## config.mk

```make
export PLATFORM = sky130hd
export DESIGN_NAME = mat_stream_loader_flat
export DESIGN_NICKNAME = d
export VERILOG_FILES = /design/src/rtl/mat_stream_loader_if.sv /design/src/rtl/mat_stream_loader.sv /design/src/flat_wrapper.sv
export SDC_FILE = /design/constraint.sdc
export NUM_CORES = 1
export LEC_CHECK = 0
export BUFFER_PORTS_ARGS = -buffer_cell sky130_fd_sc_hd__buf_2
export CORE_UTILIZATION = 30
export CTS_CLUSTER_SIZE = 12
export DETAILED_ROUTE_END_ITERATION = 10
export GPL_TIMING_DRIVEN = 0
export SLEW_MARGIN = 20
export SYNTH_ARGS = -nofsm -noshare
export SYNTH_HDL_FRONTEND = slang
export SYNTH_SLANG_ARGS = --single-unit
export TNS_END_PERCENT = 30
```

## constraint.sdc

```tcl
create_clock -name i_clk -period 2.1 [get_ports i_clk]
set_input_delay 0.21 -clock i_clk [delete_from_list [all_inputs] [get_ports i_clk]]
set_output_delay 0.21 -clock i_clk [all_outputs]
set_load 0.05 [all_outputs]
```

## src/rtl/mat_stream_loader_if.sv

```systemverilog
// Word-stream handshake between the upstream source and the matrix loader.
// The master drives valid/data, the slave answers with ready.
interface mat_stream_loader_if #(
  parameter int DATA_LEN = 32
);
  logic                valid;
  logic                ready;
  logic [DATA_LEN-1:0] data;

  modport master (output valid, output data, input ready);
  modport slave  (input valid, input data, output ready);
endinterface

```

## src/rtl/mat_stream_loader.sv

```systemverilog
// Packs a 32-bit word stream into rows, writes matrix A then matrix B into their
// memories, then kicks the matrix engine and waits for it to report done.
module mat_stream_loader #(
  parameter int DATA_LEN      = 32,
  parameter int N             = 8,
  parameter int M             = 8,
  parameter int ADDRESS_SIZE  = 4,
  parameter int A_ADDR_OFFSET = 8,
  parameter int B_ADDR_OFFSET = 0
) (
  input  logic                     i_clk,
  input  logic                     i_rstn,
  input  logic                     i_load_start,
  mat_stream_loader_if.slave       s_stream,
  output logic [ADDRESS_SIZE-1:0]  o_addr_A,
  output logic                     o_wr_en_A,
  output logic [DATA_LEN*N-1:0]    o_write_data_A,
  output logic [ADDRESS_SIZE-1:0]  o_addr_B,
  output logic                     o_wr_en_B,
  output logic [DATA_LEN*N-1:0]    o_write_data_B,
  output logic                     o_mem_own,
  output logic                     o_mat_start,
  input  logic                     i_mat_done,
  output logic                     o_done,
  output logic [2:0]               o_state
);

  localparam int COL_W    = (N > 1) ? $clog2(N) : 1;
  localparam int ROW_W    = (M > 1) ? $clog2(M) : 1;
  localparam int ROW_BITS = DATA_LEN * N;

  localparam logic [2:0] S_IDLE   = 3'd7;
  localparam logic [2:0] S_LOAD_A = 3'd0;
  localparam logic [2:0] S_LOAD_B = 3'd1;
  localparam logic [2:0] S_FLUSH  = 3'd2;
  localparam logic [2:0] S_START  = 3'd3;
  localparam logic [2:0] S_WAIT   = 3'd4;
  localparam logic [2:0] S_DONE   = 3'd5;

  localparam logic [COL_W-1:0]        COL_LAST = COL_W'(N - 1);
  localparam logic [ROW_W-1:0]        ROW_LAST = ROW_W'(M - 1);
  localparam logic [ADDRESS_SIZE-1:0] A_BASE   = ADDRESS_SIZE'(A_ADDR_OFFSET);
  localparam logic [ADDRESS_SIZE-1:0] B_BASE   = ADDRESS_SIZE'(B_ADDR_OFFSET);

  logic [2:0]              r_state;
  logic [COL_W-1:0]        r_col;
  logic [ROW_W-1:0]        r_row;
  logic [ROW_BITS-1:0]     r_buf;
  logic [ADDRESS_SIZE-1:0] r_addr_A;
  logic                    r_wr_en_A;
  logic [ROW_BITS-1:0]     r_write_data_A;
  logic [ADDRESS_SIZE-1:0] r_addr_B;
  logic                    r_wr_en_B;
  logic [ROW_BITS-1:0]     r_write_data_B;
  logic                    r_mem_own;
  logic                    r_mat_start;
  logic                    r_done;

  logic [2:0]              w_next_state;
  logic                    w_ready;
  logic                    w_accept;
  logic                    w_row_end;
  logic                    w_last_word;
  logic                    w_own_next;
  logic [ROW_BITS-1:0]     w_merged;
  logic [ROW_W-1:0]        w_row_inc;

  assign w_ready     = (r_state == S_LOAD_A) || (r_state == S_LOAD_B);
  assign w_accept    = w_ready && s_stream.valid;
  assign w_row_end   = (r_col == COL_LAST);
  assign w_last_word = w_row_end && (r_row == ROW_LAST);
  assign w_row_inc   = (r_row == ROW_LAST) ? {ROW_W{1'b0}} : (r_row + ROW_W'(1));
  assign w_own_next  = (w_next_state == S_LOAD_A) || (w_next_state == S_LOAD_B) ||
                       (w_next_state == S_FLUSH);

  // Row buffer with the incoming word merged into its column slot (element 0 in the LSBs)
  always_comb begin
    w_merged = r_buf;
    if (w_accept) begin
      for (int c = 0; c < N; c++) begin
        if (r_col == COL_W'(c)) begin
          w_merged[DATA_LEN*c +: DATA_LEN] = s_stream.data;
        end else begin
          w_merged[DATA_LEN*c +: DATA_LEN] = r_buf[DATA_LEN*c +: DATA_LEN];
        end
      end
    end else begin
      w_merged = r_buf;
    end
  end

  // Next-state decode
  always_comb begin
    w_next_state = r_state;
    case (r_state)
      S_IDLE:   if (i_load_start) w_next_state = S_LOAD_A; else w_next_state = S_IDLE;
      S_LOAD_A: if (w_accept && w_last_word) w_next_state = S_LOAD_B; else w_next_state = S_LOAD_A;
      S_LOAD_B: if (w_accept && w_last_word) w_next_state = S_FLUSH; else w_next_state = S_LOAD_B;
      S_FLUSH:  w_next_state = S_START;
      S_START:  w_next_state = S_WAIT;
      S_WAIT:   if (i_mat_done) w_next_state = S_DONE; else w_next_state = S_WAIT;
      S_DONE:   w_next_state = S_IDLE;
      default:  w_next_state = S_IDLE;
    endcase
  end

  // State register
  always_ff @(posedge i_clk or negedge i_rstn) begin
    if (!i_rstn) begin
      r_state <= S_IDLE;
    end else begin
      r_state <= w_next_state;
    end
  end

  // Column/row counters and pack buffer; the buffer is only ever overwritten, never cleared
  always_ff @(posedge i_clk or negedge i_rstn) begin
    if (!i_rstn) begin
      r_col <= {COL_W{1'b0}};
      r_row <= {ROW_W{1'b0}};
      r_buf <= {ROW_BITS{1'b0}};
    end else if (r_state == S_IDLE) begin
      r_col <= {COL_W{1'b0}};
      r_row <= {ROW_W{1'b0}};
    end else if (w_accept) begin
      r_buf <= w_merged;
      if (w_row_end) begin
        r_col <= {COL_W{1'b0}};
        r_row <= w_row_inc;
      end else begin
        r_col <= r_col + COL_W'(1);
      end
    end
  end

  // Memory write ports: a completed row is registered and written the following cycle
  always_ff @(posedge i_clk or negedge i_rstn) begin
    if (!i_rstn) begin
      r_addr_A       <= {ADDRESS_SIZE{1'b0}};
      r_wr_en_A      <= 1'b0;
      r_write_data_A <= {ROW_BITS{1'b0}};
      r_addr_B       <= {ADDRESS_SIZE{1'b0}};
      r_wr_en_B      <= 1'b0;
      r_write_data_B <= {ROW_BITS{1'b0}};
    end else begin
      r_wr_en_A <= 1'b0;
      r_wr_en_B <= 1'b0;
      if (w_accept && w_row_end && (r_state == S_LOAD_A)) begin
        r_addr_A       <= A_BASE + ADDRESS_SIZE'(r_row);
        r_wr_en_A      <= 1'b1;
        r_write_data_A <= w_merged;
      end else if (w_accept && w_row_end && (r_state == S_LOAD_B)) begin
        r_addr_B       <= B_BASE + ADDRESS_SIZE'(r_row);
        r_wr_en_B      <= 1'b1;
        r_write_data_B <= w_merged;
      end else begin
        r_wr_en_A <= 1'b0;
        r_wr_en_B <= 1'b0;
      end
    end
  end

  // Engine handshake and ownership flags
  always_ff @(posedge i_clk or negedge i_rstn) begin
    if (!i_rstn) begin
      r_mem_own   <= 1'b0;
      r_mat_start <= 1'b0;
      r_done      <= 1'b0;
    end else begin
      r_mem_own   <= w_own_next;
      r_mat_start <= (r_state == S_FLUSH);
      r_done      <= (r_state == S_WAIT) && i_mat_done;
    end
  end

  assign s_stream.ready = w_ready;
  assign o_addr_A       = r_addr_A;
  assign o_wr_en_A      = r_wr_en_A;
  assign o_write_data_A = r_write_data_A;
  assign o_addr_B       = r_addr_B;
  assign o_wr_en_B      = r_wr_en_B;
  assign o_write_data_B = r_write_data_B;
  assign o_mem_own      = r_mem_own;
  assign o_mat_start    = r_mat_start;
  assign o_done         = r_done;
  assign o_state        = r_state;

endmodule

```

## src/flat_wrapper.sv

```systemverilog
// flat-port wrapper written by rule: the top's interface ports become plain ports
module mat_stream_loader_flat 
#(
  parameter int DATA_LEN      = 32,
  parameter int N             = 8,
  parameter int M             = 8,
  parameter int ADDRESS_SIZE  = 4,
  parameter int A_ADDR_OFFSET = 8,
  parameter int B_ADDR_OFFSET = 0
)
  (i_clk, i_rstn, i_load_start, o_addr_A, o_wr_en_A, o_write_data_A, o_addr_B, o_wr_en_B, o_write_data_B, o_mem_own, o_mat_start, i_mat_done, o_done, o_state, s_stream_valid, s_stream_data, s_stream_ready);
  mat_stream_loader_if #(.DATA_LEN(DATA_LEN)) s_stream_i ();
  input  logic i_clk;
  input  logic i_rstn;
  input  logic i_load_start;
  output logic [ADDRESS_SIZE-1:0] o_addr_A;
  output logic o_wr_en_A;
  output logic [DATA_LEN*N-1:0] o_write_data_A;
  output logic [ADDRESS_SIZE-1:0] o_addr_B;
  output logic o_wr_en_B;
  output logic [DATA_LEN*N-1:0] o_write_data_B;
  output logic o_mem_own;
  output logic o_mat_start;
  input  logic i_mat_done;
  output logic o_done;
  output logic [2:0] o_state;
  input wire logic [$bits(s_stream_i.valid)-1:0] s_stream_valid;
  input wire logic [$bits(s_stream_i.data)-1:0] s_stream_data;
  output wire logic [$bits(s_stream_i.ready)-1:0] s_stream_ready;
  assign s_stream_i.valid = s_stream_valid;
  assign s_stream_i.data = s_stream_data;
  assign s_stream_ready = s_stream_i.ready;
  mat_stream_loader #(.DATA_LEN(DATA_LEN), .N(N), .M(M), .ADDRESS_SIZE(ADDRESS_SIZE), .A_ADDR_OFFSET(A_ADDR_OFFSET), .B_ADDR_OFFSET(B_ADDR_OFFSET)) u_core (.i_clk(i_clk), .i_rstn(i_rstn), .i_load_start(i_load_start), .s_stream(s_stream_i), .o_addr_A(o_addr_A), .o_wr_en_A(o_wr_en_A), .o_write_data_A(o_write_data_A), .o_addr_B(o_addr_B), .o_wr_en_B(o_wr_en_B), .o_write_data_B(o_write_data_B), .o_mem_own(o_mem_own), .o_mat_start(o_mat_start), .i_mat_done(i_mat_done), .o_done(o_done), .o_state(o_state));
endmodule
```

== Word level (Yosys, flattened, before mapping) ==
Cells that the tools add are included.

* Equality and inequality tests: 15
* Bitwise operators: 2
* Mux-type cells: 24
* Add/subtract/negate cells: 3
* Reduce and logical (&&, ||, !) cells: 18

{| class="wikitable"
|+ Operators with widths
! cell !! count
|-
| $mux W256 || 1
|-
| $mux W32 || 8
|-
| $mux W3 || 8
|-
| $eq A3 B3 Y1 const B || 7
|-
| $pmux W3 S6 || 1
|-
| $eq A3 B2 Y1 const B || 5
|-
| $eq A3 B1 Y1 const B || 3
|-
| $logic_not A3 Y1 || 3
|-
| $logic_and A1 B1 Y1 || 7
|-
| $add A3 B1 Y3 const B || 2
|-
| $reduce_and A2 Y1 || 3
|-
| $mux W1 || 5
|-
| $add A4 B3 Y4 const A || 1
|-
| $reduce_bool A2 Y1 || 2
|-
| $logic_or A1 B1 Y1 || 3
|-
| $mux W2 || 1
|-
| $not A1 Y1 || 2
|}

* Logic and storage cells: 75
* Input bits: 37
* Output and inout bits: 529
* Bits in registers: 789

== Logic depth before layout (Yosys ltp) ==
* Depth after elaboration: 9
* Mapped depth: 9
* Gate-level depth less buffers: 5

== Worst setup path before layout ==
Ideal clock, no wire load.

* Path type: register to register
* From: register u_core.r_state[0] (netlist: u_core.o_state[0])
* To: register u_core.r_write_data_B[55] (netlist: u_core.o_write_data_B[55])
* Arrival time: 1.975 ns
* Library setup time: 0.141 ns
* Period minus slack after synthesis: 2.116 ns
* Path buffers: 5
* Cell stages (with the launch flop): 9
* Setup slack: -0.016 ns
* Required time: 1.959 ns
* Path through: dfstp_2 > buf_2 > nor2b_1 > buf_2 > and2_1 > buf_2 > buf_2 > buf_1 > a31oi_1

* Longest elaborated chain between the ends: 7
* Elaborated cells on any way between the ends: 10
* Classes of those cells: eq/ne: 1; mux: 1; bitwise: 1; reduce/logical: 7

{| class="wikitable"
|+ RTL lines
! item !! RTL line !! RTL
|-
| from (decl) || mat_stream_loader.sv:45 || <nowiki>logic [2:0] r_state;</nowiki>
|-
| from (signal assigned) || mat_stream_loader.sv:112 || <nowiki>r_state <= w_next_state;</nowiki>
|-
| $eq A3 B1 Y1 or $logic_not A3 Y1 (tied branches) || mat_stream_loader.sv:68, mat_stream_loader.sv:152, mat_stream_loader.sv:148 ||
|-
| $logic_or A1 B1 Y1 || mat_stream_loader.sv:68 || <nowiki>assign w_ready = (r_state == S_LOAD_A) || (r_state == S_LOAD_B);</nowiki>
|-
| $logic_and A1 B1 Y1 || mat_stream_loader.sv:69 || <nowiki>assign w_accept = w_ready && s_stream.valid;</nowiki>
|-
| $logic_and A1 B1 Y1 || mat_stream_loader.sv:148, mat_stream_loader.sv:152 ||
|-
| $logic_and A1 B1 Y1 || mat_stream_loader.sv:148 || <nowiki>if (w_accept && w_row_end && (r_state == S_LOAD_A)) begin</nowiki>
|-
| $not A1 Y1 (no source line) || n/a ||
|-
| $reduce_and A2 Y1 (no source line) || n/a ||
|-
| to (signal assigned) || mat_stream_loader.sv:144 || <nowiki>r_write_data_B <= {ROW_BITS{1'b0}};</nowiki>
|-
| to (signal assigned) || mat_stream_loader.sv:155 || <nowiki>r_write_data_B <= w_merged;</nowiki>
|-
| to (decl) || mat_stream_loader.sv:54 || <nowiki>logic [ROW_BITS-1:0] r_write_data_B;</nowiki>
|}

Parallel ways exist; a longest one is shown, timed or not.
A chain may end at the register's enable or synchronous reset.

== Worst setup path after layout ==
* From: register u_core.r_col[0]
* To: register u_core.r_write_data_B[195] (netlist: u_core.o_write_data_B[195])

* Longest elaborated chain between the ends: 5
* Elaborated cells on any way between the ends: 9
* Classes of those cells: eq/ne: 2; mux: 2; bitwise: 1; reduce/logical: 4

{| class="wikitable"
|+ RTL lines
! item !! RTL line !! RTL
|-
| from (decl) || mat_stream_loader.sv:46 || <nowiki>logic [COL_W-1:0] r_col;</nowiki>
|-
| from (signal assigned) || mat_stream_loader.sv:119 || <nowiki>r_col <= {COL_W{1'b0}};</nowiki>
|-
| from (signal assigned) || mat_stream_loader.sv:123 || <nowiki>r_col <= {COL_W{1'b0}};</nowiki>
|-
| from (signal assigned) || mat_stream_loader.sv:128 || <nowiki>r_col <= {COL_W{1'b0}};</nowiki>
|-
| $eq A3 B3 Y1 || mat_stream_loader.sv:70 || <nowiki>assign w_row_end = (r_col == COL_LAST);</nowiki>
|-
| $logic_and A1 B1 Y1 || mat_stream_loader.sv:148, mat_stream_loader.sv:152 ||
|-
| $logic_and A1 B1 Y1 || mat_stream_loader.sv:148 ||
|-
| $not A1 Y1 (no source line) || n/a ||
|-
| $reduce_and A2 Y1 (no source line) || n/a ||
|}

Parallel ways exist; a longest one is shown, timed or not.

==> flow_metrics.tcl <==
set metrics [dict create \
    run_status "finished, violations left" \
    failed_checks "negative hold slack, negative setup slack" \
    io_pins 566 \
    grt_usage_pct 25.7 \
    clk_pin_slew_ns 0.06 \
    rsz0062_at_grt "yes" \
    report.final.hold_viol_count 149 \
    place.gp.congestion 0.834 \
    detailed_place.area_um2 35900 \
    synth-async-reset-ratio_pct 100 \
    worstRegToRegCells 9 \
    tritoncts "done" \
    area.growth.synth_to_final_pct 36.8 \
    measured_slew_at_the_worst_slew_check_pin_ns 0.738 \
    final.setup_skew_ns 0.0255 \
    detailedPlacementHpwl_mm 95.7 \
    synth-edff-count 0 \
    post_synth_fa_ha_maj_area_fraction_pct 0.327 \
    route.detailed.vias_per_inst 5.51 \
    floorplan.die.height_um 321 \
    syn_area_per_cell_um2 11.0 \
    synth_mux_area_share_pct 4.80 \
    drt_iter0_markers 2505 \
    clock_sinks 789 \
    worstSetupPathType "reg2reg" \
    global_route.overflow_total 0 \
    postLayoutCoreUtil_pct 41.6 \
    fill_cells 9695 \
    syn_area_um2 30600 \
    post_synth_main_area_contributors "sky130_fd_sc_hd__dfrtp_1 64%, sky130_fd_sc_hd__a21oi_1 8.4%, sky130_fd_sc_hd__a31oi_1 7.9%" \
    post_layout_nonfiller_instances 4891 \
    grt_pass1_wl_mm 190 \
    worst_ep_arrival_time_ns 2.71 \
    end_kind "flop" \
    port_buffers 532 \
    syn_nets 2813 \
    post-route-cell-area_um2 41800 \
    hold_class "in2async" \
    synth-warning-count 0 \
    yosysTopAreaCellShare_pct 64.3 \
    cp-start-kind "flop" \
    total_leakage_power_nw 21.6 \
    route.final.wire_length_mm 138 \
    synth_simple_gate_area_share_pct 6.12 \
    synth_cell_types 39 \
    r2r_setup_slack_ns -0.04 \
    die_w_um 321 \
    wl_per_cell_um 28.2 \
    grt_pass1_vias 26000 \
    worst_slack_ns -0.0403 \
    final_nets 3515 \
    number_of_antenna_violations_at_the_first_check_in_global_routing 6 \
    synth.ff_latch_count 789 \
    timing.max_cap.violations 0 \
    setup_viol 33 \
    remaining_drc_errors 0 \
    die_area_um2 103000 \
    ant_nets 0 \
    max_slew_violation_total_from_the_final_report 0 \
    largest_net_degree_at_the_start_of_global_routing 129 \
    synth_top_area_cell "sky130_fd_sc_hd__dfrtp_1" \
    critPathRequiredTime_ns 2.67 \
    fp.coreArea_um2 101000 \
    finalWorstPathRequiredPeriod_ns 2.14 \
    synth_top_family_by_area "compound AO/OA/AOI/OAI gates" \
    total_cts_buffers 89 \
    irDropWorstVdd_mv 0.648 \
    cts.path.max_buffers 3 \
    cts_root_buffer "sky130_fd_sc_hd__clkbuf_16" \
    fmax_mhz 467 \
    vias 26900 \
    initial_core_util_pct 30.4 \
    p_per_area_nw_per_um2 952 \
    yosysMostFrequentCell "sky130_fd_sc_hd__dfrtp_1" \
    clkLatencyLatePin_ns 0.68 \
    drt-pass1-iter-count 5 \
    synth_sequential_area_ratio_pct 64.6 \
    final_period_util_pct 102 \
    dominantRegCellSynth "sky130_fd_sc_hd__dfrtp_1" \
    rows 116 \
    r2r_end "u_core.o_write_data_B[195]" \
    timing.hold.ws_ns -0.558 \
    critical_path.startpoint "u_core.r_col[0]" \
    parity_gate_share_of_the_synthesized_area_counting_xor_and_xnor_cells_pct 0 \
    final_layout_size_suffix_gt1_share_pct 36.0 \
    netlist_top_cells_count "786 x sky130_fd_sc_hd__dfrtp_1, 515 x sky130_fd_sc_hd__a21oi_1, 384 x sky130_fd_sc_hd__a31oi_1, 195 x sky130_fd_sc_hd__nand2_1, 192 x sky130_fd_sc_hd__nand3_1" \
    place_inst 4690 \
    critical_path.max_fanout 10 \
    slew_headroom_pct 50.8 \
    synth-compound-area-share_pct 19.7 \
    htreeDepth 3 \
    syn-instance-count 2768 \
    crit-reg2reg-launch "u_core.r_col[0]" \
]
==> area by class of cell <==
type                            instances  area [µm²]  area share (%)
Timing Repair Buffer                  617        4400            10.5
Clock buffer                          123        2460            5.89
Inverter                               41         161           0.386
Sequential cell                       789       19700            47.2
Tap cell                             1357        1700            4.06
Buffer                                277        2420            5.79
Multi-Input combinational cell       1655       10600            25.3
Clock inverter                         30         355           0.849
Antenna cell                            2        5.00          0.0120
==> cells by family after synthesis <==
kind of cell             Yosys count
AO/OA/AOI/OAI                   1101
flip-flops                       789
AND/OR/NAND/NOR                  411
buffers and inverters            324
multiplexers                     134
adder cells (fa/ha/maj)            8
other                              1
==> critical path, stage by stage (launching register included) <==
cell and delay (ns):
sky130_fd_sc_hd__dfrtp_1 0.42, sky130_fd_sc_hd__ha_4 0.19, sky130_fd_sc_hd__ha_4 0.17, sky130_fd_sc_hd__and3b_2 0.26, sky130_fd_sc_hd__buf_12 0.15, sky130_fd_sc_hd__and2_4 0.16
sky130_fd_sc_hd__buf_12 0.15, sky130_fd_sc_hd__clkbuf_16 0.20, sky130_fd_sc_hd__buf_6 0.16, sky130_fd_sc_hd__a31oi_1 0.15
==> power by group <==
group	internal, mW	leakage, nW	total (mW)	switching, mW
Combinational	1.81	9.25	7.92	6.11
Sequential	16.2	10.9	16.5	0.331
Clock	8.74	1.38	15.4	6.66
==> cell usage in the layout (no fill, tap or decap), types with 6 or more instances in the layout <==
cell type / instances
sky130_fd_sc_hd__clkinv_2: 15
sky130_fd_sc_hd__mux2i_1: 16
sky130_fd_sc_hd__a31oi_4: 28
sky130_fd_sc_hd__buf_2: 555
sky130_fd_sc_hd__o21ai_2: 19
sky130_fd_sc_hd__buf_6: 39
sky130_fd_sc_hd__clkbuf_1: 38
sky130_fd_sc_hd__nor2_1: 7
sky130_fd_sc_hd__nand2_1: 195
sky130_fd_sc_hd__a31oi_1: 332
sky130_fd_sc_hd__a21oi_2: 47
sky130_fd_sc_hd__buf_8: 13
sky130_fd_sc_hd__mux2i_2: 12
sky130_fd_sc_hd__buf_12: 29
sky130_fd_sc_hd__a31oi_2: 24
sky130_fd_sc_hd__clkbuf_4: 34
sky130_fd_sc_hd__buf_4: 46
sky130_fd_sc_hd__mux2_4: 6
sky130_fd_sc_hd__nand3_1: 187
sky130_fd_sc_hd__clkbuf_2: 91
sky130_fd_sc_hd__buf_16: 38
sky130_fd_sc_hd__clkbuf_8: 20
sky130_fd_sc_hd__a21oi_1: 461
sky130_fd_sc_hd__mux2_2: 96
sky130_fd_sc_hd__clkbuf_16: 109
sky130_fd_sc_hd__a21oi_4: 7
sky130_fd_sc_hd__o21ai_0: 39
sky130_fd_sc_hd__o21ai_1: 134
sky130_fd_sc_hd__dfrtp_1: 785
sky130_fd_sc_hd__inv_1: 38
==> repair_timing <==
item                                    CTS  global route
endpoints found under the hold margin   204           140
endpoints found under the setup margin  861           777
setup buffers                            22             7
resized for setup                       414           390
pin swaps                                 8            16
hold buffers                              5             1
cloned                                   10             9
==> routing by layer <==
layer	wire length (µm)	part of all wire [%]	global-route usage [%]
met3	12300	8.9	6.49
met1	55800	40	33.5
met4	7160	5.2	12.3
met5	24	0.017	0
met2	62600	45	39.8
==> sequential cells by signal, summed over array words and instances (netlist names) <==
signal,count
u_core.o_write_data_A,256
u_core.o_write_data_B,256
u_core.r_buf,256
u_core.o_addr_A,4
u_core.o_addr_B,3
u_core.o_state,3
u_core.r_col,3
u_core.r_row,3
u_core.o_done,1
u_core.o_mat_start,1
u_core.o_mem_own,1
u_core.o_wr_en_A,1
u_core.o_wr_en_B,1
==> worst max-delay path by stage <==
stage               slack [ns]                          to
floorplan               -0.006  u_core.o_write_data_A[252]
global placement        -16.49           u_core.r_buf[171]
detailed placement       -1.07   u_core.o_write_data_A[84]
CTS                      -0.08  u_core.o_write_data_A[152]
global route             -0.09              s_stream_ready
finish                   -0.04  u_core.o_write_data_B[195]
==> stage by stage <==
step / hold WS, ns / power, mW / TNS, ns / setup slack, ns
5_1_grt: -0.523 / 41.3 / -4.57 / -0.0890
6_report: -0.558 / 39.8 / -0.333 / -0.0403
3_5_place_dp: 0.159 / 23.7 / -611.79 / -1.07
4_1_cts: -0.580 / 39.5 / -6.97 / -0.0822
2_1_floorplan: -0.0856 / 20.3 / -0.0194 / -0.00646
3_3_place_gp: 0.390 / 23.5 / - / -16.49
(Power assumes the default switching activity.)
